`src/rtl/life_grid_engine.sv`:
```
`timescale 1ns/1ps
`default_nettype none
// ============================================================================
//  Module   : life_grid_engine
//  Purpose  : Life-like cellular automaton engine. A ROWS x COLS grid is held
//             in registers and advanced a requested number of generations
//             under a programmable birth/survive rule. One grid row is
//             evaluated per clock. The run stops early if a generation leaves
//             the grid unchanged.
//
//  Ports    : clk          - clock, rising edge
//             rst_n        - asynchronous active-low reset
//             rule         - [8:0] survive mask, [24:16] birth mask
//             load_en      - write load_data into row load_row (idle only)
//             load_row     - row index for load
//             load_data    - row contents, bit c = column c
//             start        - begin a run (idle only, ignored while load_en)
//             num_gens     - generations to run, sampled on start
//             rd_row       - row index to read
//             rd_data      - committed row rd_row, one cycle latency
//             busy         - run in progress
//             update_done  - one-cycle pulse at end of run
//             stable       - last run stopped because nothing changed
//             gen_count    - generations committed in current/last run
//
//  Revision : 1.0  initial release
// ============================================================================
module life_grid_engine #(
    parameter  int COLS = 16,
    parameter  int ROWS = 16,
    parameter  int WRAP = 1,
    localparam int RW   = (ROWS > 1) ? $clog2(ROWS) : 1
) (
    input  logic            clk,
    input  logic            rst_n,
    input  logic [31:0]     rule,
    input  logic            load_en,
    input  logic [RW-1:0]   load_row,
    input  logic [COLS-1:0] load_data,
    input  logic            start,
    input  logic [15:0]     num_gens,
    input  logic [RW-1:0]   rd_row,
    output logic [COLS-1:0] rd_data,
    output logic            busy,
    output logic            update_done,
    output logic            stable,
    output logic [15:0]     gen_count
);

    localparam logic          c_wrap     = (WRAP != 0);
    localparam logic [RW-1:0] c_last_row = RW'(ROWS - 1);

    typedef enum logic [1:0] {
        S_IDLE    = 2'd0,
        S_COMPUTE = 2'd1,
        S_COMMIT  = 2'd2,
        S_FINISH  = 2'd3
    } state_t;

    // ------------------------------------------------------------------------
    // State
    // ------------------------------------------------------------------------
    state_t          r_state;
    logic [COLS-1:0] r_cur [ROWS];   // committed, visible grid
    logic [COLS-1:0] r_nxt [ROWS];   // next generation under construction
    logic [RW-1:0]   r_row;
    logic            r_changed;
    logic [15:0]     r_num_gens;
    logic [COLS-1:0] r_rd_data;
    logic            r_busy;
    logic            r_update_done;
    logic            r_stable;
    logic [15:0]     r_gen_count;

    logic [COLS-1:0] w_row_above;
    logic [COLS-1:0] w_row_here;
    logic [COLS-1:0] w_row_below;
    logic [COLS-1:0] w_new_row;
    logic            w_row_changed;
    logic            w_rd_ok;
    logic            w_load_ok;
    logic [15:0]     w_gen_next;

    // ------------------------------------------------------------------------
    // Helpers
    // ------------------------------------------------------------------------
    function automatic logic [3:0] popcount8(input logic [7:0] v);
        logic [3:0] s;
        s = '0;
        for (int i = 0; i < 8; i++) begin
            s = s + {3'b000, v[i]};
        end
        return s;
    endfunction

    // Row indices are RW bits wide, which can exceed ROWS when ROWS is not a
    // power of two; compare in 32 bits so the check is meaningful everywhere.
    function automatic logic row_in_range(input logic [RW-1:0] idx);
        int unsigned v;
        v = 32'(idx);
        return (v < ROWS);
    endfunction

    assign w_rd_ok    = row_in_range(rd_row);
    assign w_load_ok  = row_in_range(load_row);
    assign w_gen_next = r_gen_count + 16'd1;

    // ------------------------------------------------------------------------
    // Neighbour rows for the row being evaluated. At the top/bottom edge the
    // missing row either wraps around or reads as all-dead.
    // ------------------------------------------------------------------------
    always_comb begin
        w_row_here  = r_cur[r_row];
        w_row_above = '0;
        w_row_below = '0;
        if (r_row != '0) begin
            w_row_above = r_cur[r_row - RW'(1)];
        end else if (c_wrap) begin
            w_row_above = r_cur[ROWS-1];
        end
        if (r_row != c_last_row) begin
            w_row_below = r_cur[r_row + RW'(1)];
        end else if (c_wrap) begin
            w_row_below = r_cur[0];
        end
    end

    // ------------------------------------------------------------------------
    // Per-column rule evaluation. Left/right neighbour columns are fixed at
    // elaboration; in dead-edge mode the out-of-grid side is masked off.
    // ------------------------------------------------------------------------
    for (genvar c = 0; c < COLS; c++) begin : g_col
        localparam int   CL     = (c == 0) ? COLS - 1 : c - 1;
        localparam int   CR     = (c == COLS - 1) ? 0 : c + 1;
        localparam logic c_l_ok = (WRAP != 0) || (c != 0);
        localparam logic c_r_ok = (WRAP != 0) || (c != COLS - 1);

        logic [7:0] w_nbrs;
        logic [3:0] w_cnt;

        assign w_nbrs = {w_row_above[CL] & c_l_ok, w_row_above[c], w_row_above[CR] & c_r_ok,
                         w_row_here[CL]  & c_l_ok,                 w_row_here[CR]  & c_r_ok,
                         w_row_below[CL] & c_l_ok, w_row_below[c], w_row_below[CR] & c_r_ok};
        assign w_cnt  = popcount8(w_nbrs);

        // Live cells look up the survive mask, dead cells the birth mask.
        assign w_new_row[c] = w_row_here[c] ? rule[{1'b0, w_cnt}]
                                            : rule[5'd16 + {1'b0, w_cnt}];
    end

    assign w_row_changed = (w_new_row != w_row_here);

    // ------------------------------------------------------------------------
    // Control FSM and grid storage
    // ------------------------------------------------------------------------
    always_ff @(posedge clk or negedge rst_n) begin
        if (!rst_n) begin
            r_state       <= S_IDLE;
            r_row         <= '0;
            r_changed     <= 1'b0;
            r_num_gens    <= '0;
            r_rd_data     <= '0;
            r_busy        <= 1'b0;
            r_update_done <= 1'b0;
            r_stable      <= 1'b0;
            r_gen_count   <= '0;
            for (int i = 0; i < ROWS; i++) begin
                r_cur[i] <= '0;
                r_nxt[i] <= '0;
            end
        end else begin
            r_rd_data     <= w_rd_ok ? r_cur[rd_row] : '0;
            r_update_done <= 1'b0;

            case (r_state)
                // FINISH behaves like IDLE for host requests: busy is already
                // low there, so a load or start is taken immediately.
                S_IDLE, S_FINISH: begin
                    r_state <= S_IDLE;
                    if (load_en) begin
                        if (w_load_ok) begin
                            r_cur[load_row] <= load_data;
                        end
                    end else if (start) begin
                        r_gen_count <= '0;
                        r_stable    <= 1'b0;
                        r_num_gens  <= num_gens;
                        if (num_gens == 16'd0) begin
                            r_state       <= S_FINISH;
                            r_update_done <= 1'b1;
                        end else begin
                            r_state   <= S_COMPUTE;
                            r_busy    <= 1'b1;
                            r_row     <= '0;
                            r_changed <= 1'b0;
                        end
                    end
                end

                S_COMPUTE: begin
                    r_nxt[r_row] <= w_new_row;
                    r_changed    <= r_changed | w_row_changed;
                    if (r_row == c_last_row) begin
                        r_state <= S_COMMIT;
                    end else begin
                        r_row <= r_row + RW'(1);
                    end
                end

                S_COMMIT: begin
                    for (int i = 0; i < ROWS; i++) begin
                        r_cur[i] <= r_nxt[i];
                    end
                    r_gen_count <= w_gen_next;
                    if (!r_changed || (w_gen_next == r_num_gens)) begin
                        r_stable      <= !r_changed;
                        r_state       <= S_FINISH;
                        r_update_done <= 1'b1;
                        r_busy        <= 1'b0;
                    end else begin
                        r_changed <= 1'b0;
                        r_row     <= '0;
                        r_state   <= S_COMPUTE;
                    end
                end

                default: begin
                    r_state <= S_IDLE;
                end
            endcase
        end
    end

    assign rd_data     = r_rd_data;
    assign busy        = r_busy;
    assign update_done = r_update_done;
    assign stable      = r_stable;
    assign gen_count   = r_gen_count;

endmodule
`default_nettype wire

```
`config.mk`:
```
export PLATFORM = sky130hd
export DESIGN_NAME = life_grid_engine
export DESIGN_NICKNAME = d
export VERILOG_FILES = /design/src/rtl/life_grid_engine.sv
export SDC_FILE = /design/constraint.sdc
export NUM_CORES = 2
export LEC_CHECK = 0
export CAP_MARGIN = 25
export CORE_ASPECT_RATIO = 0.7
export CORE_UTILIZATION = 55
export CTS_BUF_LIST = sky130_fd_sc_hd__clkbuf_4 sky130_fd_sc_hd__clkbuf_8
export DETAILED_ROUTE_END_ITERATION = 6
export PLACE_DENSITY = 0.72
export SYNTH_ARGS = -nofsm -noshare
export SYNTH_HDL_FRONTEND = slang
export SYNTH_SLANG_ARGS = --single-unit
```
`constraint.sdc`:
```
create_clock -name clk -period 10.1 [get_ports clk]
set_clock_uncertainty 0.05 [all_clocks]
set_input_delay 2.02 -clock clk [delete_from_list [all_inputs] [get_ports clk]]
set_output_delay 2.02 -clock clk [all_outputs]
set_load 0.03 [all_outputs]
```
# After elaboration in Yosys (flattened, before gate mapping)
# Cells that the tools add are included.
# totals
word_cells	385
input_bits	76
output_inout_bits	35
register_bits	570
# op_classes
reduce_logical	16
order_cmp	39
add_sub_neg	131
eq_ne	15
n_mux	136
n_bitwise	7
# op_table
op	count
$bwmux W256	2
$pmux W256 S2	1
$add A4 B1 Y4	64
$bmux W16 S4	4
$mux W256	1
$mux W16	14
$demux W16 S4	2
$lt A4 B6 Y1 const B	16
$lt A5 B6 Y1 const B	16
$add A5 B4 Y5 const A	16
$bmux W1 S5	16
$add A3 B1 Y4	16
$bmux W1 S4	16
$mux W1	63
$add A2 B1 Y3	16
$add A1 B1 Y2	16
$pmux W16 S2	1
$ge A5 B5 Y1 const B	5
$not A4 Y5	5
$mux W4	5
$add A16 B1 Y16 const B	1
$eq A16 B16 Y1	1
$logic_not A16 Y1	1
$ne A16 B16 Y1	1
26 further kinds	45

# Longest topological paths before layout
# depth
word_depth	20
ltp_mapped	34
depth_no_buf	22

# Worst setup path before layout
# Ideal clock, no wire load.
# synth_timing
kind	reg-to-reg
from	reg r_row[0]
to	reg r_changed
stages_incl_launch_ff	35
setup_slack_ps	1265
arrival_time_ps	8662
path_buffers	12
synth_period_minus_slack_ps	8835
path_cell_list	dfrtp_1 > buf_6 > buf_12 > buf_12 > buf_6 > buf_6 > buf_4 > buf_4 > buf_2 > inv_1 > ha_1 > buf_2 > clkbuf_1 > clkbuf_1 > mux4_2 > mux4_2 > mux2i_1 > inv_1 > fa_1 > fa_1 > inv_1 > fa_1 > inv_1 > ha_1 > inv_1 > fa_1 > clkbuf_1 > mux4_2 > nor2b_1 > a211oi_1 > a211oi_1 > or4_1 > nor4_1 > and4b_1 > nor3_1
# synth_via
elab_chain_len	20
# synth_rtl
item	line	rtl
from (decl)	66	logic [RW-1:0] r_row;
from (signal assigned)	206	r_row <= r_row + RW'(1);
$add A4 B1 Y4	122	w_row_below = r_cur[r_row + RW'(1)];
$not A4 Y5 (implied by the code)	122	
$bmux W16 S4	122	
$mux W16 (implied by the code) (2 in series)	122	
$mux W16	121	if (r_row != c_last_row) begin
$add A1 B1 Y2	91	s = s + {3'b000, v[i]};
$add A2 B1 Y3	91	
$add A3 B1 Y4	91	
$add A4 B1 Y4 (4 in series)	91	
$add A5 B4 Y5	148	: rule[5'd16 + {1'b0, w_cnt}];
$bmux W1 S5	148	
$mux W1 (implied by the code)	148	
$mux W1	147	assign w_new_row[c] = w_row_here[c] ? rule[{1'b0, w_cnt}]
$ne A16 B16 Y1 *	151	assign w_row_changed = (w_new_row != w_row_here);
$or A1 B1 Y1 *	202	r_changed <= r_changed | w_row_changed;
$pmux W1 S3 *	175	case (r_state)
to (signal assigned)	202	
to (decl)	67	logic r_changed;
# Mark *: on every way between the ends. The rest lies on a longest branch, timed or not. The select of a mux whose other input is x is not followed.
# A chain may end at the register's enable or synchronous reset.

# Worst setup path in the final report
# layout_timing
from	reg r_row[1]
to	reg r_changed
# The elaborated chain is that of the path after synthesis.

==> flow_summary.json <==
{
  "post_cts_buffers": 0,
  "yosys-top-cells-area": "dfrtp_1 (36%), mux4_2 (25%), a22oi_1 (10%)",
  "synth_top_area_share_pct": 36.4,
  "rsz0062_at_grt": "no",
  "drt_iter0_drc": 6001,
  "yosysTopAreaCell": "dfrtp_1",
  "root_buffer": "clkbuf_8",
  "die_x_um": 321,
  "numCtsBuffers": 86,
  "ant_nets": 0,
  "hold_path_class": "reg2reg",
  "drcViolationCount": 0,
  "core_um2": 70100,
  "max_freq_mhz": 120,
  "setup_viol": 0,
  "synth_flop_cell": "dfrtp_1",
  "cp.arrival_ps": 8870,
  "grt_pass1_wl_um": 217000,
  "synthDistinctLibCells": 60,
  "finalWirelength_um": 147000,
  "drive_gt1_share_pct": 22.4,
  "syn2layout_area_growth_pct": 9.35,
  "start_util_pct": 55.8,
  "dpl.hpwl_um": 90200,
  "num_rows": 81,
  "synth_warnings": 0,
  "grt_use_total_pct": 41.1,
  "fin_crit_sh_pct": 82.8,
  "critPathKind": "reg2reg",
  "synth_edf_count": 0,
  "cp-start-kind": "register",
  "slew_headroom_pct": 16.1,
  "routedWlPerCell_um": 33.7,
  "outcome": "completed",
  "fill_cells": 5504,
  "holdBufCountCts": 0,
  "cp.required_ps": 10610,
  "drv_cap": 0,
  "antenna_found_initial": 8,
  "cts.clk_slew.worst_paths_ps": 70,
  "cp-end-kind": "register",
  "crit_fanout": 61,
  "synth_nets": 3651,
  "hold_viol_final": 0,
  "gp_congestion": 1.01,
  "ys_seq_elements": 570,
  "grt_max_degree": 189,
  "cts_tree": "done",
  "io_buffers": 110,
  "tightest_slew_ps": 1260,
  "first_pass_iters": 7,
  "fin_nets": 3547,
  "synth.avg_cell_area_um2": 11.3,
  "vias": 33939,
  "viasPerCell": 7.76,
  "slew_violations": 0,
  "io-pin-count": 111,
  "syn_inst": 3453,
  "cts_htree_levels": 3,
  "fin_crit_ps": 8370,
  "tns_ps": 0,
  "ys_seq_area_share_pct": 36.4,
  "dieArea_um2": 72200,
  "gr-total-overflow": 0,
  "cts.repair.resized": 0,
  "syn-cell-area_um2": 39100,
  "worstSkewPairLatency_ps": 740,
  "die_y_um": 225,
  "cts.sinks": 570,
  "layout.cells.most_common": "dfrtp_1",
  "clockBufferDepth": 3,
  "final_cell_mix": "dfrtp_1 (568), a22oi_1 (528), o21ai_0 (461)",
  "grt_pass1_vias": 33017,
  "async_flop_share_pct": 100
}
-- per-stage QoR --
| stage | worst slack, ps | hold slack, ps | area (um2) | instances | util, % |
|---|---|---|---|---|---|
| CTS | 1760 | 436 | 42700 | 4366 | 60.9 |
| global placement | 1920 | 412 | 40700 | 4208 | 58.1 |
| detailed placement | 1810 | 421 | 40700 | 4210 | 58.1 |
| floorplan | 1260 | 401 | 39100 | 3453 | - |
| finish | 1730 | 433 | 42800 | 4372 | 61.0 |
| global route | 1410 | 451 | 42800 | 4371 | 61.0 |
-- worst max-delay path, cell delays in order (launching register included) --
cell and delay [ps]:
dfrtp_4 600, inv_1 160, ha_4 780, buf_12 410
mux4_2 580, mux4_2 490, mux2i_1 660, fa_1 580
fa_1 480, inv_1 70, ha_1 170, inv_1 70
fa_1 770, mux4_2 380, mux2_2 280, nor2_1 90
a211oi_1 80, or4_1 540, nor4_1 510, and4b_1 320
nor3_1 60
-- per-layer routing --
metal | up-vias | track usage, % | wire, um
li1 | 13157 | - | -
met1 | 16855 | 54.2 | 50900
met2 | 3223 | 54.2 | 59500
met3 | 680 | 20.7 | 27200
met4 | 24 | 23.5 | 9330
met5 | - | 1.68 | 310
-- synth_stat cells, types with 3 or more instances --
cell type	instances
nand3_1	18
and2_1	5
a22o_1	12
nor3_1	8
nor3b_1	4
clkbuf_1	305
o21ai_1	15
o21ai_0	461
mux2i_1	46
o31ai_1	8
nand2_1	288
a21o_1	16
fa_1	62
mux4_2	439
buf_4	6
xor2_1	22
o22ai_1	6
and4_1	3
nor2_1	103
dfrtp_1	570
or4_1	3
nor4_1	9
xnor2_1	25
a21oi_1	96
nand4_1	13
buf_2	32
buf_6	5
buf_1	32
a22oi_1	528
mux2_2	38
nor2b_1	18
a31oi_1	6
and3_1	12
ha_1	60
a211oi_1	25
inv_1	123
-- path summary, 6_finish.rpt --
check / startpoint / to / slack (ps) / cells after the start
worst min-delay path: r_nxt[23] / r_nxt[23] / 430 / 2
worst max register to register: r_row[1] / r_changed / 1730 / 20
min in group asynchronous: rst_n / r_num_gens[5] / 1260 / 1
max in group asynchronous: rst_n / r_cur[55] / 7100 / 2
worst min register to register: r_nxt[23] / r_nxt[23] / 430 / 2
worst max-delay path: r_row[1] / r_changed / 1730 / 20
-- registers in the layout (all words and copies together) (netlist names) --
| name | flops |
|---|---|
| update_done | 1 |
| stable | 1 |
| rd_data | 16 |
| r_num_gens | 16 |
| r_nxt | 256 |
| r_row | 4 |
| r_changed | 1 |
| r_cur | 256 |
| r_state | 2 |
| busy | 1 |
| gen_count | 16 |
-- kinds of logic after synthesis --
| logic type | after synthesis | synth area share, % |
|---|---|---|
| flip-flops | 570 | 36.4 |
| adder cells (fa/ha/maj) | 122 | 5.09 |
| AO/OA/AOI/OAI | 1187 | 19.2 |
| multiplexers | 525 | 27.6 |
| XOR/XNOR | 47 | 1.05 |
| AND/OR/NAND/NOR | 495 | 5.41 |
| buffers and inverters | 507 | 5.20 |
-- cell type report --
class	count	area [um2]	share of cell area [%]
multi-input cells	2376	23100	53.9
flip-flops and latches	570	14300	33.3
repair buffers	190	1860	4.34
clock buffers	139	1750	4.09
well taps	954	1190	2.79
inverters	125	469	1.10
clock inverters	17	200	0.468
diodes	1	2.50	0.00585
Power is left out: the tool's default activity adds up to more than one toggle a clock period on the data nets, which glitch-free logic cannot reach.
